--- config.mk ---
export PLATFORM = sky130hd
export DESIGN_NAME = time_set_entry
export DESIGN_NICKNAME = d
export VERILOG_FILES = /design/src/rtl/tlc_pkg.sv /design/src/rtl/key_debounce.sv /design/src/rtl/time_set_entry.sv
export SDC_FILE = /design/constraint.sdc
export NUM_CORES = 1
export LEC_CHECK = 0
export BUFFER_PORTS_ARGS = -buffer_cell sky130_fd_sc_hd__clkbuf_2
export CORE_ASPECT_RATIO = 0.8
export CORE_MARGIN = 4
export CORE_UTILIZATION = 55
export DETAILED_ROUTE_END_ITERATION = 12
export PLACE_DENSITY_LB_ADDON = 0.2
export SLEW_MARGIN = 0
export SYNTH_ARGS = -nofsm -noshare
export SYNTH_HDL_FRONTEND = slang
export SYNTH_SLANG_ARGS = --single-unit
--- constraint.sdc ---
create_clock -name clk -period 2.5 [get_ports clk]
set_input_delay 0.125 -clock clk [delete_from_list [all_inputs] [get_ports clk]]
set_output_delay 0.125 -clock clk [all_outputs]
set_load 0.005 [all_outputs]
--- src/rtl/tlc_pkg.sv ---
// Shared definitions for the traffic-light controller's time-setting path:
// edit FSM encoding, field codes and the BCD limits used by the clock.
package tlc_pkg;

  typedef enum logic [2:0] {
    ST_IDLE   = 3'd0,
    ST_SET_HH = 3'd1,
    ST_SET_MM = 3'd2,
    ST_SET_SS = 3'd3,
    ST_COMMIT = 3'd4
  } tse_state_t;

  localparam logic [1:0] FIELD_IDLE = 2'd0;
  localparam logic [1:0] FIELD_HH   = 2'd1;
  localparam logic [1:0] FIELD_MM   = 2'd2;
  localparam logic [1:0] FIELD_SS   = 2'd3;

  localparam logic [7:0] BCD_12 = 8'h12;
  localparam logic [7:0] BCD_59 = 8'h59;
  localparam logic [7:0] BCD_01 = 8'h01;
  localparam logic [7:0] BCD_00 = 8'h00;

endpackage

--- src/rtl/key_debounce.sv ---
// Raw push-button conditioning: 2-FF synchroniser, stability counter and a
// one-cycle press pulse on each accepted 0->1 transition.
module key_debounce #(
  parameter int DEBOUNCE_CYCLES = 4
) (
  input  logic clk,
  input  logic reset,
  input  logic key_raw,
  output logic press
);

  localparam int CW = (DEBOUNCE_CYCLES > 1) ? $clog2(DEBOUNCE_CYCLES) : 1;
  localparam logic [CW-1:0] CNT_LAST = CW'(DEBOUNCE_CYCLES - 1);

  logic          sync_a;
  logic          sync_b;
  logic          level;
  logic          level_q;
  logic [CW-1:0] cnt;

  // Any sample agreeing with the accepted level restarts the stability count.
  always_ff @(posedge clk) begin
    if (reset) begin
      sync_a  <= 1'b0;
      sync_b  <= 1'b0;
      level   <= 1'b0;
      level_q <= 1'b0;
      cnt     <= '0;
    end else begin
      sync_a  <= key_raw;
      sync_b  <= sync_a;
      level_q <= level;
      if (sync_b == level) begin
        cnt <= '0;
      end else if (cnt == CNT_LAST) begin
        level <= sync_b;
        cnt   <= '0;
      end else begin
        cnt <= cnt + CW'(1);
      end
    end
  end

  assign press = level & ~level_q;

endmodule

--- src/rtl/time_set_entry.sv ---
// Operator time-setting front end: two debounced keys step through the
// hour/minute/second fields of a 12-hour BCD time and pulse load to commit.
module time_set_entry #(
  parameter int DEBOUNCE_CYCLES = 4,
  parameter int TIMEOUT_CYCLES  = 64,
  parameter int BLINK_CYCLES    = 8
) (
  input  logic       clk,
  input  logic       reset,
  input  logic       key_mode,
  input  logic       key_inc,
  input  logic [7:0] hh_in,
  input  logic [7:0] mm_in,
  input  logic [7:0] ss_in,
  input  logic       pm_in,
  output logic [7:0] hh_out,
  output logic [7:0] mm_out,
  output logic [7:0] ss_out,
  output logic       pm_out,
  output logic       load,
  output logic       editing,
  output logic [1:0] field,
  output logic       blink
);
  import tlc_pkg::*;

  localparam int TW = (TIMEOUT_CYCLES > 1) ? $clog2(TIMEOUT_CYCLES) : 1;
  localparam logic [TW-1:0] TO_LAST = TW'(TIMEOUT_CYCLES - 1);
  localparam int BW = (BLINK_CYCLES > 1) ? $clog2(BLINK_CYCLES) : 1;
  localparam logic [BW-1:0] BL_LAST = BW'(BLINK_CYCLES - 1);

  tse_state_t    state, state_next;
  logic          mode_ev, inc_ev;
  logic [TW-1:0] timeout_cnt;
  logic          timed_out;
  logic [BW-1:0] blink_cnt;
  logic          blink_q;

  function automatic logic [7:0] norm_hour(input logic [7:0] v);
    logic ok;
    ok = ((v[7:4] == 4'd0) && (v[3:0] >= 4'd1) && (v[3:0] <= 4'd9)) ||
         ((v[7:4] == 4'd1) && (v[3:0] <= 4'd2));
    return ok ? v : BCD_12;
  endfunction

  function automatic logic [7:0] norm_60(input logic [7:0] v);
    return ((v[7:4] <= 4'd5) && (v[3:0] <= 4'd9)) ? v : BCD_00;
  endfunction

  function automatic logic [7:0] inc_hour(input logic [7:0] v);
    if (v == BCD_12)         return BCD_01;
    else if (v[3:0] == 4'd9) return {v[7:4] + 4'd1, 4'd0};
    else                     return v + 8'd1;
  endfunction

  function automatic logic [7:0] inc_60(input logic [7:0] v);
    if (v == BCD_59)         return BCD_00;
    else if (v[3:0] == 4'd9) return {v[7:4] + 4'd1, 4'd0};
    else                     return v + 8'd1;
  endfunction

  key_debounce #(.DEBOUNCE_CYCLES(DEBOUNCE_CYCLES)) u_mode_key (
    .clk(clk), .reset(reset), .key_raw(key_mode), .press(mode_ev)
  );

  key_debounce #(.DEBOUNCE_CYCLES(DEBOUNCE_CYCLES)) u_inc_key (
    .clk(clk), .reset(reset), .key_raw(key_inc), .press(inc_ev)
  );

  assign timed_out = (timeout_cnt == TO_LAST) && !mode_ev && !inc_ev;

  always_ff @(posedge clk) begin
    if (reset) state <= ST_IDLE;
    else       state <= state_next;
  end

  always_comb begin
    state_next = state;
    editing    = 1'b0;
    field      = FIELD_IDLE;
    load       = 1'b0;
    case (state)
      ST_IDLE: if (mode_ev) state_next = ST_SET_HH;
      ST_SET_HH: begin
        editing = 1'b1;
        field   = FIELD_HH;
        if (mode_ev)        state_next = ST_SET_MM;
        else if (timed_out) state_next = ST_IDLE;
      end
      ST_SET_MM: begin
        editing = 1'b1;
        field   = FIELD_MM;
        if (mode_ev)        state_next = ST_SET_SS;
        else if (timed_out) state_next = ST_IDLE;
      end
      ST_SET_SS: begin
        editing = 1'b1;
        field   = FIELD_SS;
        if (mode_ev)        state_next = ST_COMMIT;
        else if (timed_out) state_next = ST_IDLE;
      end
      ST_COMMIT: begin
        load       = 1'b1;
        state_next = ST_IDLE;
      end
      default: state_next = ST_IDLE;
    endcase
  end

  // Mode beats inc in the same cycle, so inc only edits when mode is quiet.
  always_ff @(posedge clk) begin
    if (reset) begin
      hh_out <= BCD_12;
      mm_out <= BCD_00;
      ss_out <= BCD_00;
      pm_out <= 1'b0;
    end else if (state == ST_IDLE && mode_ev) begin
      hh_out <= norm_hour(hh_in);
      mm_out <= norm_60(mm_in);
      ss_out <= norm_60(ss_in);
      pm_out <= pm_in;
    end else if (inc_ev && !mode_ev) begin
      case (state)
        ST_SET_HH: begin
          hh_out <= inc_hour(hh_out);
          if (hh_out == 8'h11) pm_out <= ~pm_out;
        end
        ST_SET_MM: mm_out <= inc_60(mm_out);
        ST_SET_SS: ss_out <= inc_60(ss_out);
        default: ;
      endcase
    end
  end

  always_ff @(posedge clk) begin
    if (reset)
      timeout_cnt <= '0;
    else if (!editing || mode_ev || inc_ev || state_next != state)
      timeout_cnt <= '0;
    else
      timeout_cnt <= timeout_cnt + TW'(1);
  end

  // Blink phase restarts on each entry to hours so the first field always blinks identically.
  always_ff @(posedge clk) begin
    if (reset) begin
      blink_cnt <= '0;
      blink_q   <= 1'b0;
    end else if (state == ST_IDLE && state_next == ST_SET_HH) begin
      blink_cnt <= '0;
      blink_q   <= 1'b0;
    end else if (editing) begin
      if (blink_cnt == BL_LAST) begin
        blink_cnt <= '0;
        blink_q   <= ~blink_q;
      end else begin
        blink_cnt <= blink_cnt + BW'(1);
      end
    end else begin
      blink_cnt <= '0;
      blink_q   <= 1'b0;
    end
  end

  assign blink = blink_q & editing;

endmodule

# Word level (Yosys, flattened, before mapping)
# Index checks and enable logic that the tools add are counted.
# op_classes
n_addsub	10
n_lt_le_gt_ge	7
n_eq_ne	20
muxes	31
bitwise	10
reduce_logical	36
# op_table
operator	count
$mux 8	18
$add 8x1->8 const B	3
$eq 8x5->1 const B	2
$eq 8x7->1 const B	2
$mux 3	5
$add 4x1->4 const B	3
$eq 4x4->1 const B	3
$le 4x4->1 const B	3
$pmux 3 s4	1
$reduce_or 3->1	4
$logic_and 1x1->1	10
$reduce_and 2->1	5
$reduce_bool 2->1	5
$le 4x3->1 const B	2
$not 1->1	7
$add 6x1->6 const B	1
$eq 3x1->1 const B	2
$eq 3x2->1 const B	2
$eq 3x3->1 const B	2
$eq 6x6->1 const B	1
$mux 1	6
$pmux 2 s3	1
$add 2x1->2 const B	2
$eq 2x2->1 const B	2
14 further kinds	22
# word_totals
reg_bits	50
output_inout_bits	30
word_cells	132

# Longest topological paths before layout
# Gate-level depths: netlist (run 1).
# logic_depth
ltp_word	11
mapped_depth	8
ltp_nobuf	7

# Cells and area by module
# Synthesis (run 1) repeated with hierarchy kept, for this count alone.
# hier_totals
cells_unflattened	338
hier_area_um2	2771.4
# modules_own_cells
module	n_inst	cells_each	area_per_inst_um2
time_set_entry	1	306	2368.5
key_debounce	2	16	201.4

# Worst setup path before layout (run 1)
# Ideal clock, no wire load.
# synth_timing
path_type	reg-to-reg
from	reg state[2]
to	reg hh_out[0]
setup_time_ns	0.103
t_arrival_ns	1.665
t_required_ns	2.397
setup_slack_ns	0.731
path_stages_with_launch	8
path_cell_list	dfxtp_1 > buf_6 > nand2b_4 > or4_4 > buf_6 > nand2_1 > nor2_1 > a2111oi_2
# synth_via
elab_chain_cells	4
word_cells_on_any_way	7
classes_between	1 x eq/ne; 1 x mux; 5 x reduce/logical
# synth_lines
element	line_no	rtl
start, declared	time_set_entry.sv:32	tse_state_t state, state_next;
start signal, assigned	time_set_entry.sv:74	else state <= state_next;
$logic_not 3->1	time_set_entry.sv:117	end else if (state == ST_IDLE && mode_ev) begin
$logic_and 1x1->1	time_set_entry.sv:117	
$reduce_bool 2->1 (no line)	n/a	
$reduce_and 2->1 (no line)	n/a	
end signal, assigned	time_set_entry.sv:118	hh_out <= norm_hour(hh_in);
end signal, assigned	time_set_entry.sv:125	hh_out <= inc_hour(hh_out);
end, declared	time_set_entry.sv:16	output logic [7:0] hh_out,
# Parallel ways exist; a longest one is shown, timed or not.
# A chain may end at the register's enable or synchronous reset.

# Worst setup path after layout (run 1)
# layout_timing
from	reg u_mode_key.level
to	reg mm_out[5]
# layout_via
elab_chain_cells	5
word_cells_on_any_way	8
classes_between	1 x mux; 1 x bitwise; 6 x reduce/logical
# layout_lines
element	line_no	rtl
start, declared	key_debounce.sv:17	logic level;
start signal, assigned	key_debounce.sv:36	level <= sync_b;
$and 1x1->1 *	key_debounce.sv:44	assign press = level & ~level_q;
$logic_not 1->1	time_set_entry.sv:122	end else if (inc_ev && !mode_ev) begin
$logic_and 1x1->1	time_set_entry.sv:122	
$reduce_bool 2->1 (no line)	n/a	
$reduce_and 2->1 (no line)	n/a	
end signal, assigned	time_set_entry.sv:119	mm_out <= norm_60(mm_in);
end signal, assigned	time_set_entry.sv:128	ST_SET_MM: mm_out <= inc_60(mm_out);
end, declared	time_set_entry.sv:17	output logic [7:0] mm_out,
# Mark *: on every way between the ends. The rest lies on a longest branch, timed or not.

==> results of run 1 <==
-- cells by family (layout without fill, tap and decap cells) --
kind of cell / after synthesis / count (layout) / synth area share [%]
xor+xnor: 16 / 16 / 4.99
mux: 3 / 3 / 1.07
fa+ha+maj: 13 / 13 / 5.80
compound gates: 77 / 77 / 18.9
simple gates: 145 / 145 / 28.8
flops: 50 / 50 / 35.7
buf+inv: 30 / 81 / 4.68
-- worst paths after layout --
kind	start	to	slack, ns
worst max-delay path	u_mode_key.level	mm_out[5]	0.48
worst max register to register	u_mode_key.level	mm_out[5]	0.48
worst min register to register	u_mode_key.cnt[0]	u_mode_key.cnt[0]	0.43
worst min-delay path	key_mode	u_mode_key.sync_a	0.03
-- placed cells by master (no fill, tap or decap), types with 4 or more instances in the layout --
cell and n:
clkbuf_2 58, nand2_1 25, nand2b_1 6, xor2_1 5
dfxtp_1 50, nor2_1 37, or3_1 4, nand3_1 10
and2_1 6, clkbuf_8 6, a211oi_1 10, nand3b_1 6
nor3_1 10, xnor2_1 11, o21ai_0 13, inv_1 12
nor2b_1 10, and3_1 6, ha_1 13, nand4_1 4
a21oi_1 17, and4_1 6, a31oi_1 7
-- flip-flops by register name, indices dropped and copies added, names as in the netlist, 2 cells and up --
| name | cells |
|---|---|
| hh_out | 8 |
| mm_out | 8 |
| ss_out | 8 |
| timeout_cnt | 6 |
| blink_cnt | 3 |
| state | 3 |
| u_inc_key.cnt | 2 |
| u_mode_key.cnt | 2 |
-- Yosys cell counts, types with 3 or more instances --
cell	instances	area, um2
a21oi_1	17	85.1
and2_1	6	37.5
o21ai_0	13	65.1
nor2_1	37	139
ha_1	13	163
dfxtp_1	50	1000
and3_1	6	37.5
o31ai_1	3	22.5
nand3_1	10	50.1
or3_1	4	25.0
a32oi_1	3	26.3
a211oi_1	10	75.1
nand3b_1	6	45.0
nand2b_1	6	37.5
buf_2	3	15.0
a22oi_1	3	22.5
and3b_1	3	26.3
and4_1	6	52.6
xnor2_1	11	96.3
nor3_1	10	50.1
a31oi_1	7	43.8
mux2i_1	3	30.0
xor2_1	5	43.8
nand4_1	4	25.0
inv_1	12	45.0
nand2_1	25	93.8
clkbuf_1	13	48.8
nor2b_1	10	62.6
-- worst max-delay path: stages (launching register included) --
cell and delay (ns):
dfxtp_1 0.42, nor3b_1 0.40, and2_1 0.34, and3_1 0.36, a21oi_1 0.11, a221oi_1 0.30
-- final cells by class --
| type | instances | share of cell area [%] |
|---|---|---|
| Inverter | 12 | 1.41 |
| Tap cell | 60 | 2.34 |
| Timing Repair Buffer | 61 | 9.77 |
| Clock buffer | 6 | 2.58 |
| Clock inverter | 2 | 0.391 |
| Multi-Input combinational cell | 254 | 52.3 |
| Sequential cell | 50 | 31.3 |
-- per-layer routing --
metal | vias up | wire, um
met5 | - | 0
met2 | 114 | 2890
met4 | 0 | 82
met1 | 1222 | 3150
met3 | 9 | 545
li1 | 1313 | -
-- stage by stage --
stage | std cells | util [%]
4_1_cts | 445 | 67.3
3_3_place_gp | 437 | 65.3
3_5_place_dp | 437 | 65.3
5_1_grt | 445 | 67.3
6_report | 445 | 67.3
2_1_floorplan | 334 | -
-- power by group through the flow --
stage / clock, W / sequential (W) / combinational [W]
final: 0.000502 / 0.000801 / 0.0000558
after global routing: 0.000546 / 0.000802 / 0.0000611
after CTS: 0.000516 / 0.000801 / 0.0000554
after detailed placement: 0 / 0.000820 / 0.0000550
after global placement: 0 / 0.000820 / 0.0000543
after floorplan: 0 / 0.000820 / 0.0000217
==> summary.md, run 1 <==
The flow ran to the end, and the final reports show no timing, DRC or antenna violations. Via count of the first global-routing pass: 2,426. Once routing completed, OpenROAD measured the worst setup slack at 0.481 ns. In the synthesized netlist, the number of instances is 334.

The mean number of vias per cell is 5.97, and the final global-route overflow total is 0. The pin count of the biggest net entering global routing is 42, and the area used by multi-input combinational logic is 1670 um2. Number of warnings printed during yosys synthesis: 0.

By startpoint and endpoint, the worst setup path is classified as reg2reg. The die is 87.9 um wide. The most used flip-flop cell after synthesis is dfxtp_1. The cell depth of the worst hold path was 2. For the area enclosed by the die boundary, the log shows 6320 um2.

The antenna diode count is 0. The congestion estimate from routability-driven global placement came to 0.896. CTS saw 50 sinks. The tools report the top-level port count as 59.

Dividing the final minimum period by the clock period gives 80.8%. For this run, the total global-route usage over all layers was measured as 21.6%. The number of nets in the final layout came out at 426. For the worst clock skew on the final layout, the log shows 0.00603 ns.

The most utilized layer in the global route result was met2. Prior to clock tree synthesis, the placed netlist has a worst setup slack of 0.551 ns. The met3 routing resource usage after global routing was 4.09%. TritonCTS built the clock tree. The tree is rooted in a clkbuf_8.

The worst register-to-register path has a depth of 5. The placement row count was 22; the remaining routing DRC violations was 0. The type of the worst min-delay path is in2reg.

Clock latency on the worst-skew pair, taken at its later pin, is 0.31 ns. Across the run, the number of max-cap violations was 0. The synthesized netlist occupies a cell area of 2810 um2. The share of layout cells above drive strength 1 is 19.7%. The power share of the combinational group is 4.1%.

The run gives 3110 um2 as the post-place instance area. In this run, post-CTS hold repair placed 0 buffers. The logs give 6670 um for the total routed wirelength and 5 for the length of the first detailed-routing pass in iterations. Clock-pin slew was measured on the worst setup and hold paths at 0.09 ns. The first global-routing pass estimated 11,100 um of wire. Data arrives at the worst endpoint at 2.23 ns. The share of flip-flops with an asynchronous set or reset after synthesis was 0%.

The filler cells instantiated in the layout total 420. The initial antenna violation count is 0, and the final-layout worst hold slack is 0.0323 ns. The sequential share of power is 58.9%, and the synthesized netlist net count is 376. The switching share of power was 22.9%; the post-synthesis cell type count was 56. Input and output buffers added on the ports amount to 58. The logs give 2,658 for the via count of the routed design and 0.00105 W for the internal cell power.

Summed over all nets, the half-perimeter wirelength after detailed placement is 4920 um. The net switching power was 0.000312 W; the growth of design area from synthesis to finish was 14.1%. Summing all flip-flop and latch instances after layout gives 1000 um2. Clock tree synthesis inserted a total of 5 buffers. The post-CTS repair timing setup buffer count is 0, and the CTS H-tree depth is 2.

Post-synthesis register bit count: 50. In the final routed layout, each cell accounts on average for 15.0 um. Summed over all cells, the static leakage comes to 1.31 nW.

The tools report the nature of the critical path endpoint as a flip-flop. The final standard cell area without fillers is 3200 um2, and the met1 layer usage reported by global route is 31.2%. The routed design could run at a clock period as short as 2.02 ns. The max-slew violation count is 0, and the highest ir drop seen on vdd is 0.000278 V. The logs give 35.7% for the sequential fraction of the synthesis area and 32.9% for the met2 routing resource usage after global routing.

Setup repair after global routing left no endpoint under its margin. The first routing iteration left 184 violations. The tools report the total count of hold-check failures in the final report as 0. The initial cell density of the core was 58.9%; the maximum fanout along the worst path was 7. Power spread over the standard cell area amounts to 424 nW/um2.

Derived from the worst setup path, the maximum achievable clock frequency is 495 MHz. The clock passes through at most 2 buffers. The core region is 4760 um2. The fraction of power consumed by the clock network was 36.9%.

STA classifies the critical path startpoint as a flip-flop. Once the clock tree was built, the resizer swapped 0 gates to a different size. Setup violations remaining at the end of the flow were counted as 0.

The tools report the tightest slew margin relative to the limit as 65.0%. The vertical extent of the die came out at 71.9 um. For the pin with the worst max-slew slack, the measured transition is 0.523 ns.

The synthesized design contains 0 enable-type register cells. The number of routed nets with antenna violations came out at 0. Summing internal, switching and leakage power gives 0.00136 W. The average cell area after synthesis is 8.40 um2. For the final sum of negative setup slack, the log shows 0 ns.

The required time of the worst setup path was 2.71 ns.
(Power assumes the default switching activity.)
==> run 2, diff against run 1 <==
==> constraint.sdc (replaced) <==
create_clock -name clk -period 1.9 [get_ports clk]
set_input_delay 0.095 -clock clk [delete_from_list [all_inputs] [get_ports clk]]
set_output_delay 0.095 -clock clk [all_outputs]
set_load 0.005 [all_outputs]
==> run 2 against run 1 <==
Sequential power is 31% higher. Power is 41% higher. Final cell count is 5.2% higher. Die area stayed put. Critical path depth stayed put. Worst setup slack worse by 0.36 ns. Via count is 3.0% higher. Clock skew is 0.0047 ns higher. Critical endpoint is now timeout_cnt[2]. Highest routed layer unchanged.
==> summary.md, run 2 (synthesized netlist as in run 1, its figures left out) <==
In the final layout, the registers with the most flip-flops are hh_out (8), mm_out (8), ss_out (8). The final global-route overflow total was 0 (unchanged). On the critical path, the stage with the largest delay is an instance of or4_1.

Routed wire length per instance: 14.9 um (-0.54%). The via count of the routed design was 2,737 (+3.0%); the worst clock skew on the final layout was 0.0107 ns (+0.00466 ns). The vertical extent of the die came out at 71.9 um (unchanged). Setup repair after global routing left no endpoint under its margin. The clock transition at the register clock pins on the worst setup and hold paths after CTS was 0.10 ns (about the same); the placement row count was 22 (unchanged). For the tightest slew margin relative to the limit, the log shows 68.1% (+3.1 points). The data arrival time of the critical path was 2.03 ns (-0.20 ns).

The run gives 4.1% (about the same) as the power share of the combinational group. The logs give 59 (unchanged) for the top-level port count and 0.00149 W (+42%) for the internal cell power. The top cell types in the final layout, fill and taps aside, are 58 x clkbuf_2, 49 x dfxtp_1, 36 x nor2_1, 25 x nand2_1, 24 x buf_4. The run gives 2 (unchanged) as the CTS H-tree depth. The peak per-stage delay on the critical path works out to 0.58 ns (+0.16 ns). The type of the worst min-delay path was in2reg. The total placed cells including tap cells is 458 (+4.8%).

The number of buffers created by CTS came out at 5 (unchanged). For the utilization after layout, the log shows 71.6% (+4.4 points). The run gives 0.934 (+4.3%) as the placer's final routability congestion estimate. The tools report the remaining routing DRC violations as 0 (unchanged). The setup violation total in the final timing report was 0 (unchanged); the antenna diode count was 0 (unchanged). The area of the core region is 4760 um2 (unchanged), and the via count of the first global-routing pass is 2,405 (-0.87%). The clock sink count came out at 50 (unchanged).

The maximum fanout along the worst path is 6 (-1). The slew at the pin closest to its max-slew limit is 0.477 ns (-0.0459 ns), and the number of input and output port buffers inserted is 58 (unchanged). Area enclosed by the die boundary: 6320 um2 (unchanged). For the DRC marker count from the first detailed-route iteration, the log shows 178 (-3.3%). The tools report the required time of the worst setup path as 2.15 ns (-0.56 ns).

The highest attainable clock frequency is 561 MHz (+13%). The most numerous cell type found on the critical path is and3_1. The tools report the total routing resource utilization after global routing as 22.0% (+0.46 points). The flow ran to the end, and the final reports show no timing, DRC or antenna violations. The tools report the highest ir drop seen on vdd as 0.000480 V (+73%). The post-route fraction of the period consumed by the critical path came out at 93.8% (+13 points). The logs give 54.9% (-4.0 points) for the sequential share of power and 5 (unchanged) for the length of the first detailed-routing pass in iterations.

Total routed wirelength: 6980 um (+4.6%). The minimum clock period after layout is 1.78 ns (-0.238 ns). The cell family contributing the most delay on the critical path is simple AND/OR/NAND/NOR gates.

The root buffer cell chosen for the clock tree is clkbuf_8. The power density over cell area was 563 nW/um2 (+33%); the initial cell density of the core was 58.9% (unchanged). Leaving out fill and tap cells, the most frequent cell in the layout is clkbuf_2. The critical path goes through ha_1 > and3_1 > and3_1 > or4_1 > nor2_1.

Max-slew violation count: 0 (unchanged). The horizontal die dimension was 87.9 um (unchanged). The run gives 0 (unchanged) as the number of routed nets with antenna violations. The static power due to leakage was 1.45 nW (+10%). The number of buffer and inverter instances along the worst setup path works out to 0 (unchanged). The fraction of power consumed by the clock network is 41.0% (+4.1 points). The tools report the max-capacitance violation count as 0 (unchanged).

The switching share of power was 22.5% (-0.48 points); the final non-filler cell total was 468 (+5.2%). TritonCTS built the clock tree. The pin count of the biggest net entering global routing was 42 (unchanged); the growth of design area from synthesis to finish was 21.5%. The net switching power was 0.000431 W (+38%). The critical path is of the reg2reg type. STA classifies the critical path startpoint as a flip-flop. The logs give 0 ns (unchanged) for the final sum of negative setup slack and 0 (unchanged) for the total count of hold-check failures in the final report.

For the HPWL reported at the end of detailed placement, the log shows 5240 um (+6.3%). Initial antenna violation count: 0 (unchanged). The share of layout cells above drive strength 1 was 24.5% (+4.8 points); the final-layout worst hold slack was 0.0113 ns (-0.0210 ns). The tools report the maximum number of buffers from clock root to sink as 2 (unchanged). The wire length of the first global-routing pass came out at 11,100 um (about the same).

Clock network latency to the later pin of the worst-skew pair: 0.32 ns (about the same). Mean number of vias per cell: 5.85 (-2.1%). The worst setup path is captured at a flip-flop.

The number of nets in the final layout is 449 (+5.4%).
==> run 2: changes by cell type in the layout (fill, tap and decap cells not counted), sizes merged <==
cell,change
clkinvlp,-1
dlygate4sd3,+2
buf,+21
clkinv,-1
clkbuf,-1
bufinv,+1
inv,+2
==> run 2: layer usage <==
| layer | routed length (um) | vias to the layer above | GRT usage, % |
|---|---|---|---|
| met1 | 3210 | 1256 | 31.3 |
| met5 | 0 | - | 0 |
| met3 | 589 | 9 | 5.22 |
| met4 | 85 | 0 | 5.96 |
| li1 | - | 1355 | - |
| met2 | 3090 | 117 | 33.4 |
==> run 2: tightest hold or removal path: cells and delay by family <==
kind | cells | cell delay [ns]
AO/OA/AOI/OAI | 1 | 0.05
AND/OR/NAND/NOR | 1 | 0.05
buffers and inverters | 1 | 0.09
==> run 2: power groups by stage <==
stage / Combinational (W) / Sequential [W] / Clock (W)
after detailed placement: 0.0000736 / 0.00108 / 0
after global routing: 0.0000852 / 0.00106 / 0.000847
after floorplan: 0.0000285 / 0.00108 / 0
after global placement: 0.0000724 / 0.00108 / 0
final: 0.0000779 / 0.00105 / 0.000788
after CTS: 0.0000772 / 0.00105 / 0.000801
==> run 2: path summary, 6_finish.rpt <==
check             slack (ns)              from          endpoint  depth (start not counted)
setup reg to reg        0.12    timeout_cnt[0]    timeout_cnt[2]                          5
hold / removal          0.01          mm_in[3]         mm_out[3]                          3
setup / recovery        0.12    timeout_cnt[0]    timeout_cnt[2]                          5
hold reg to reg         0.42  u_inc_key.cnt[0]  u_inc_key.cnt[0]                          1
==> run 2: final cells by class <==
class / instances / area (um2)
fillers: 405 / 1350
clock buffers: 5 / 68.8
well taps: 60 / 75.1
repair buffers: 84 / 490
inverters: 12 / 45.0
clock inverters: 3 / 47.5
flip-flops and latches: 50 / 1000
multi-input cells: 254 / 1680
==> run 2: metrics by stage <==
stage | total power, W | setup WS (ns) | area [um2]
final | 0.00192 | 0.119 | 3410
after global routing | 0.00199 | 0.0218 | 3410
after global placement | 0.00115 | 0.198 | 3270
after floorplan | 0.00111 | 0.131 | 2810
after CTS | 0.00193 | 0.107 | 3400
after detailed placement | 0.00115 | 0.122 | 3270
==> run 2: repair_timing <==
action | CTS | global route
endpoints found under the hold margin | 2 | 0
resized for setup | 0 | 3
setup endpoints to repair | 0 | 5
hold buffers | 2 | 0
setup buffers | 0 | 0
